--- src/rtl/jk_pkg.sv ---
// Shared definitions for the JK excitation driver and the JK counter blocks.
//   DC_FILL_ZERO / DC_FILL_ONE : how the don't-care cells of the JK excitation table are filled
//   jk_excite(q, t, fill)      : {j, k} that moves one JK flop from q to t
package jk_pkg;

  localparam int unsigned DC_FILL_ZERO = 0;
  localparam int unsigned DC_FILL_ONE  = 1;

  // Fill 0 turns every X into 0 (minimal toggling). Fill 1 turns every X into 1,
  // giving the J = q | t, K = ~(q & t) form.
  function automatic logic [1:0] jk_excite(input logic q, input logic t, input int unsigned fill);
    logic j;
    logic k;
    if (fill == DC_FILL_ONE) begin
      j = q | t;
      k = ~(q & t);
    end else begin
      j = ~q & t;
      k = q & ~t;
    end
    return {j, k};
  endfunction

endpackage

--- src/rtl/jk_excite_driver_if.sv ---
// Target stream and JK bank connection for jk_excite_driver.
//   tgt_valid_i / tgt_ready_o / tgt_data_i : target word handshake into the driver
//   j_o / k_o / jk_valid_o                 : registered excitation towards the JK bank
//   q_fb_i                                 : bank Q feedback
// slave is the driver side, master is the producer/bank side.
interface jk_excite_driver_if #(
  parameter int unsigned WIDTH = 4
);
  logic             tgt_valid_i;
  logic             tgt_ready_o;
  logic [WIDTH-1:0] tgt_data_i;
  logic [WIDTH-1:0] j_o;
  logic [WIDTH-1:0] k_o;
  logic             jk_valid_o;
  logic [WIDTH-1:0] q_fb_i;

  modport slave (
    input  tgt_valid_i, tgt_data_i, q_fb_i,
    output tgt_ready_o, j_o, k_o, jk_valid_o
  );

  modport master (
    output tgt_valid_i, tgt_data_i, q_fb_i,
    input  tgt_ready_o, j_o, k_o, jk_valid_o
  );
endinterface

--- src/rtl/jk_sync_fifo.sv ---
// Small synchronous FIFO holding target words.
//   clk, rst   : clock, synchronous active-low reset (empties the FIFO)
//   push_i     : write wdata_i (caller guarantees not full)
//   pop_i      : drop the head entry (caller guarantees not empty)
//   rdata_o    : head entry, taken straight from the register array
//   full_o, empty_o, level_o : occupancy status
module jk_sync_fifo #(
  parameter  int unsigned WIDTH = 4,
  parameter  int unsigned DEPTH = 4,
  localparam int unsigned AW    = $clog2(DEPTH)
) (
  input  logic             clk,
  input  logic             rst,
  input  logic             push_i,
  input  logic [WIDTH-1:0] wdata_i,
  input  logic             pop_i,
  output logic [WIDTH-1:0] rdata_o,
  output logic             full_o,
  output logic             empty_o,
  output logic [AW:0]      level_o
);

  localparam logic [AW-1:0] PtrOne   = 1;
  localparam logic [AW:0]   CntOne   = 1;
  localparam logic [AW:0]   CntFull  = (AW+1)'(DEPTH);

  logic [WIDTH-1:0] mem_q [DEPTH];
  logic [AW-1:0]    wr_ptr_q, wr_ptr_d;
  logic [AW-1:0]    rd_ptr_q, rd_ptr_d;
  logic [AW:0]      count_q, count_d;

  always_comb begin
    wr_ptr_d = wr_ptr_q;
    rd_ptr_d = rd_ptr_q;
    count_d  = count_q;
    if (push_i) wr_ptr_d = wr_ptr_q + PtrOne;
    if (pop_i)  rd_ptr_d = rd_ptr_q + PtrOne;
    unique case ({push_i, pop_i})
      2'b10:   count_d = count_q + CntOne;
      2'b01:   count_d = count_q - CntOne;
      default: count_d = count_q;
    endcase
  end

  always_ff @(posedge clk) begin
    if (!rst) begin
      wr_ptr_q <= '0;
      rd_ptr_q <= '0;
      count_q  <= '0;
    end else begin
      wr_ptr_q <= wr_ptr_d;
      rd_ptr_q <= rd_ptr_d;
      count_q  <= count_d;
    end
  end

  // Storage needs no reset: entries are only visible once counted.
  always_ff @(posedge clk) begin
    if (push_i) mem_q[wr_ptr_q] <= wdata_i;
  end

  assign rdata_o = mem_q[rd_ptr_q];
  assign full_o  = (count_q == CntFull);
  assign empty_o = (count_q == '0);
  assign level_o = count_q;

endmodule

--- src/rtl/jk_excite_driver.sv ---
// Drives a bank of WIDTH external JK flops through a stream of target words and checks the
// bank's Q feedback two cycles after each issue.
//   clk, rst      : clock, synchronous active-low reset (shared with the bank)
//   bus (slave)   : target handshake in, J/K excitation out, Q feedback in
//   clr_err_i     : clear the sticky error
//   err_o         : sticky mismatch flag
//   err_mask_o    : differing bits at the first mismatch since the last clear
//   level_o       : target FIFO occupancy
//   issued_o      : number of targets issued, wraps
module jk_excite_driver
  import jk_pkg::*;
#(
  parameter  int unsigned WIDTH   = 4,
  parameter  int unsigned DEPTH   = 4,
  parameter  int unsigned DC_FILL = 0,
  parameter  int unsigned CNT_W   = 16,
  localparam int unsigned LW      = $clog2(DEPTH) + 1
) (
  input  logic                clk,
  input  logic                rst,
  jk_excite_driver_if.slave   bus,
  input  logic                clr_err_i,
  output logic                err_o,
  output logic [WIDTH-1:0]    err_mask_o,
  output logic [LW-1:0]       level_o,
  output logic [CNT_W-1:0]    issued_o
);

  localparam logic [CNT_W-1:0] IssOne = 1;

  logic             push, pop, full, empty;
  logic [WIDTH-1:0] head;

  // Ready is held low while reset is asserted, independent of the FIFO state.
  assign bus.tgt_ready_o = rst & ~full;
  assign push            = bus.tgt_valid_i & bus.tgt_ready_o;
  assign pop             = ~empty;

  jk_sync_fifo #(
    .WIDTH (WIDTH),
    .DEPTH (DEPTH)
  ) u_fifo (
    .clk     (clk),
    .rst     (rst),
    .push_i  (push),
    .wdata_i (bus.tgt_data_i),
    .pop_i   (pop),
    .rdata_o (head),
    .full_o  (full),
    .empty_o (empty),
    .level_o (level_o)
  );

  logic [WIDTH-1:0] j_q, k_q, shadow_q, exp_q, chk_exp_q, mask_q;
  logic             vld_q, chk_v_q, err_q;
  logic [CNT_W-1:0] issued_q;

  logic [WIDTH-1:0] exc_j, exc_k, mismatch, mask_d;
  logic             err_d;

  always_comb begin
    exc_j = '0;
    exc_k = '0;
    for (int i = 0; i < int'(WIDTH); i++) begin
      {exc_j[i], exc_k[i]} = jk_excite(shadow_q[i], head[i], DC_FILL);
    end
  end

  // A new mismatch takes priority over a clear arriving on the same edge.
  always_comb begin
    err_d    = err_q;
    mask_d   = mask_q;
    mismatch = bus.q_fb_i ^ chk_exp_q;
    if (chk_v_q && (mismatch != '0) && (!err_q || clr_err_i)) begin
      err_d  = 1'b1;
      mask_d = mismatch;
    end else if (clr_err_i) begin
      err_d  = 1'b0;
      mask_d = '0;
    end
  end

  always_ff @(posedge clk) begin
    if (!rst) begin
      j_q       <= '0;
      k_q       <= '0;
      vld_q     <= 1'b0;
      shadow_q  <= '0;
      exp_q     <= '0;
      chk_exp_q <= '0;
      chk_v_q   <= 1'b0;
      err_q     <= 1'b0;
      mask_q    <= '0;
      issued_q  <= '0;
    end else begin
      if (pop) begin
        j_q      <= exc_j;
        k_q      <= exc_k;
        vld_q    <= 1'b1;
        shadow_q <= head;
        exp_q    <= head;
        issued_q <= issued_q + IssOne;
      end else begin
        // J=K=0 holds the bank.
        j_q   <= '0;
        k_q   <= '0;
        vld_q <= 1'b0;
      end
      // Extra stage: the bank only reflects an issue one edge after jk_valid_o.
      chk_exp_q <= exp_q;
      chk_v_q   <= vld_q;
      err_q     <= err_d;
      mask_q    <= mask_d;
    end
  end

  assign bus.j_o        = j_q;
  assign bus.k_o        = k_q;
  assign bus.jk_valid_o = vld_q;
  assign err_o          = err_q;
  assign err_mask_o     = mask_q;
  assign issued_o       = issued_q;

endmodule
--- src/flat_wrapper.sv ---
// flat-port wrapper written by rule: the top's interface ports become plain ports
module jk_excite_driver_flat import jk_pkg::*;
#(
  parameter  int unsigned WIDTH   = 4,
  parameter  int unsigned DEPTH   = 4,
  parameter  int unsigned DC_FILL = 0,
  parameter  int unsigned CNT_W   = 16,
  localparam int unsigned LW      = $clog2(DEPTH) + 1
)
  (clk, rst, clr_err_i, err_o, err_mask_o, level_o, issued_o, bus_tgt_valid_i, bus_tgt_data_i, bus_q_fb_i, bus_tgt_ready_o, bus_j_o, bus_k_o, bus_jk_valid_o);
  jk_excite_driver_if #(.WIDTH(WIDTH)) bus_i ();
  input  logic clk;
  input  logic rst;
  input  logic clr_err_i;
  output logic err_o;
  output logic [WIDTH-1:0] err_mask_o;
  output logic [LW-1:0] level_o;
  output logic [CNT_W-1:0] issued_o;
  input wire logic [$bits(bus_i.tgt_valid_i)-1:0] bus_tgt_valid_i;
  input wire logic [$bits(bus_i.tgt_data_i)-1:0] bus_tgt_data_i;
  input wire logic [$bits(bus_i.q_fb_i)-1:0] bus_q_fb_i;
  output wire logic [$bits(bus_i.tgt_ready_o)-1:0] bus_tgt_ready_o;
  output wire logic [$bits(bus_i.j_o)-1:0] bus_j_o;
  output wire logic [$bits(bus_i.k_o)-1:0] bus_k_o;
  output wire logic [$bits(bus_i.jk_valid_o)-1:0] bus_jk_valid_o;
  assign bus_i.tgt_valid_i = bus_tgt_valid_i;
  assign bus_i.tgt_data_i = bus_tgt_data_i;
  assign bus_i.q_fb_i = bus_q_fb_i;
  assign bus_tgt_ready_o = bus_i.tgt_ready_o;
  assign bus_j_o = bus_i.j_o;
  assign bus_k_o = bus_i.k_o;
  assign bus_jk_valid_o = bus_i.jk_valid_o;
  jk_excite_driver #(.WIDTH(WIDTH), .DEPTH(DEPTH), .DC_FILL(DC_FILL), .CNT_W(CNT_W)) u_core (.clk(clk), .rst(rst), .bus(bus_i), .clr_err_i(clr_err_i), .err_o(err_o), .err_mask_o(err_mask_o), .level_o(level_o), .issued_o(issued_o));
endmodule
--- config.mk ---
export PLATFORM = sky130hd
export DESIGN_NAME = jk_excite_driver_flat
export DESIGN_NICKNAME = d
export VERILOG_FILES = /design/src/rtl/jk_pkg.sv /design/src/rtl/jk_excite_driver_if.sv /design/src/rtl/jk_sync_fifo.sv /design/src/rtl/jk_excite_driver.sv /design/src/flat_wrapper.sv
export SDC_FILE = /design/constraint.sdc
export NUM_CORES = 1
export LEC_CHECK = 0
export ABC_AREA = 0
export CAP_MARGIN = 20
export CORE_UTILIZATION = 30
export DETAILED_ROUTE_END_ITERATION = 6
export PLACE_DENSITY_LB_ADDON = 0.15
export SYNTH_ARGS = -nofsm -noshare
export SYNTH_HDL_FRONTEND = slang
export SYNTH_SLANG_ARGS = --single-unit
--- constraint.sdc ---
create_clock -name clk -period 2.1 [get_ports clk]
set_input_delay 0.42 -clock clk [delete_from_list [all_inputs] [get_ports clk]]
set_output_delay 0.42 -clock clk [all_outputs]
set_load 0.01 [all_outputs]
==> results of run 1 <==
==> cells by family (layout without fill, tap and decap cells) <==
group / Yosys count / count (layout) / share of synthesized area [%]
simple gates: 84 / 84 / 17.68
flops: 64 / 64 / 58.18
compound gates: 30 / 30 / 7.424
buf+inv: 19 / 85 / 3.232
xor+xnor: 17 / 17 / 6.010
fa+ha+maj: 7 / 7 / 3.838
mux: 4 / 4 / 3.637
==> metal layers <==
layer	up-vias	GRT usage, %	wire length [um]
met3	7	3.777	218
met1	811	15.52	2277
met4	0	7.692	96
met2	35	18.87	2238
li1	905	-	-
met5	-	0	0
==> power breakdown <==
part           total [uW]  internal, uW  switching (uW)  leakage, uW
sequential           1580          1450             127     0.000537
combinational         939           499             440     0.000557
clock                1020           544             472    0.0000960
==> area by class of cell <==
cell class,instances,share of cell area (%)
Clock buffer,10,3.846
Clock inverter,6,1.848
Inverter,12,1.357
Sequential cell,64,43.51
Multi-Input combinational cell,142,29.26
Tap cell,102,3.846
Timing Repair Buffer,57,16.33
==> critical path, stage by stage <==
cell             delay (ns)
clkdlybuf4s50_1        0.40
inv_1                  0.09
a211oi_4               0.05
inv_1                  0.06
ha_1                   0.16
inv_1                  0.06
fa_1                   0.38
xor2_1                 0.16
or3_1                  0.31
a21oi_1                0.14
==> final timing paths <==
path	start	endpoint	slack (ns)
min	u_core.err_mask_o[1]	u_core.err_mask_o[1]	0.46
max reg2reg	u_core.u_fifo.level_o[1]	u_core.u_fifo.level_o[2]	0.17
max	bus_tgt_valid_i	u_core.u_fifo.level_o[2]	0.14
min reg2reg	u_core.err_mask_o[1]	u_core.err_mask_o[1]	0.46
==> cells in the final DEF, fill, tap and decap left out, types with 9 or more instances in the layout <==
cell type,netlist,routed
nand2_1,22,22
dfxtp_1,48,46
buf_4,0,12
nor2_1,17,16
a21oi_1,14,14
clkbuf_8,0,9
nor3b_1,11,11
clkdlybuf4s50_1,0,43
edfxtp_1,16,16
and2_1,10,10
xnor2_1,10,10
inv_1,12,11
==> stage by stage <==
step / hold slack, ns / setup slack [ns] / power (uW)
after global placement: 0.4496 / -0.3020 / 2534
after CTS: 0.4622 / 0.005614 / 3575
after detailed placement: 0.4505 / -0.3409 / 2554
after floorplan: 0.4249 / 0.02106 / 2119
after global routing: 0.4885 / 0.01003 / 3764
final: 0.4574 / 0.1358 / 3532
==> what timing repair did <==
item,in CTS,in global routing
resized for setup,1,4
setup buffers,0,0
setup endpoints to repair,1,1
==> state kept, by name (all words and copies together) (netlist names), named ones only <==
signal	count
u_core.shadow_q	4
u_core.bus.k_o	4
u_core.u_fifo.wr_ptr_q	2
u_core.chk_v_q	1
u_core.issued_o	16
u_core.err_o	1
u_core.bus.jk_valid_o	1
u_core.u_fifo.rd_ptr_q	2
u_core.err_mask_o	4
u_core.bus.j_o	4
u_core.u_fifo.level_o	3
u_core.u_fifo.mem_q	16
u_core.chk_exp_q	4
==> synthesized netlist by cell type <==
cell type	n
a211oi_2	1
a21oi_1	14
a41o_1	1
and2_1	10
and3_1	2
and4_1	2
buf_2	1
buf_6	1
clkbuf_1	5
dfxtp_1	48
edfxtp_1	16
fa_1	1
ha_1	6
inv_1	12
mux4_2	4
nand2_1	22
nand2b_1	1
nand3_1	7
nand4_1	2
nor2_1	17
nor3_1	2
nor3b_1	11
o211ai_1	1
o21ai_0	5
o22ai_1	4
o311ai_1	1
o31a_2	1
o31ai_1	2
or2_1	1
or3_1	5
or4_1	2
xnor2_1	10
xor2_1	7
==> out/metrics.cfg, run 1 <==
[grt]
antenna_found_initial=0
first_global_vias=1669
grt.total_usage_pct=12.50
grt-ovfl-total=0
grt_max_degree=30
grt_pass1_wl_um=8107

[route]
viasPerCell=4.473
vias=1758
drtIter0Drc=52
routed_wl_um=4831
ant_nets=0
post_drt_wl_per_cell_um=12.29
first_pass_iters=4
drc=0

[worst_setup_path]
crit_arrival_ns=2.22
cp.required_ns=2.36
critical_path_class=primary input to flip-flop
ff2ff_path_depth=9
end_kind=flip-flop
path_max_fanout=2
cp-start-kind=primary input

[timing]
finalHoldViolations=0
worst_pin_slew_ns=0.4373
period_share_pct=93.53
relSlewSlack_pct=70.39
rsz0062_at_grt=no
finalSetupViolCount=0
final.setup_skew_ns=0.01148
tns_ns=0
slew_viol_final=0
fmax_ghz=0.5091
fin_crit_ns=1.964

[layout]
fin_nets=305
drive_gt1_share_pct=13.06
nFillCells=766
syn2layout_area_growth_pct=33.94
diodes=0
seqCellArea_um2=1444
fin_area_um2=3318
multiInputGateArea_um2=970.9
utilization_pct=42.28
fin_cells=393

[worst_hold_path]
min_path_cells=2
hp-class=flip-flop to flip-flop

[power]
ir_worst_vdd_mv=0.3275
p_leak_uw=0.001190
powerDensity_nw_per_um2=1064

[floorplan]
initial_core_util_pct=31.57
coreArea_um2=7848
fp-row-count=32
die_h_um=92.88
die_area_um2=8626
die_x_um=92.88
pin_count=46

[run_status]
status=finished, final reports clean

[yosys]
yosysWarnings=0
syn_area_um2=2477
synth_area_per_cell_um2=11.01
ys_ff_latch=64
synthTopCellsByArea=dfxtp_1 39%, edfxtp_1 19%, mux4_2 3.6%
synth_largest_area_cell=dfxtp_1
ys_seq_area_share_pct=58.18
synth_fp_nets=244
netlist.area_leader.share_pct=38.79
synthCells=225
yosysUniqueCellTypes=33

[clock_tree]
clock_path_buffers=2
cts_inserted_buffers=9
htree_levels=3
clk_root_buffer_cell=clkbuf_8
path_clk_slew_ns=0.07
hold_buffers=0
insertion_delay_ns=0.34
cts_tree=built
cts_sinks=64

[run]
drv_cap=0

[placed_design]
gp_congestion=0.7335
postPlaceCellArea_um2=3120
portBuffers=45
dp_hpwl_um=3464
post-place-cells=377

Power figures use the tool's default switching activity.
==> run 2, diff against run 1 <==
Settings changed: CTS_CLUSTER_SIZE set to 40.
==> results of run 2 <==
Final layout, timing and power as in run 1 (identical DEF).
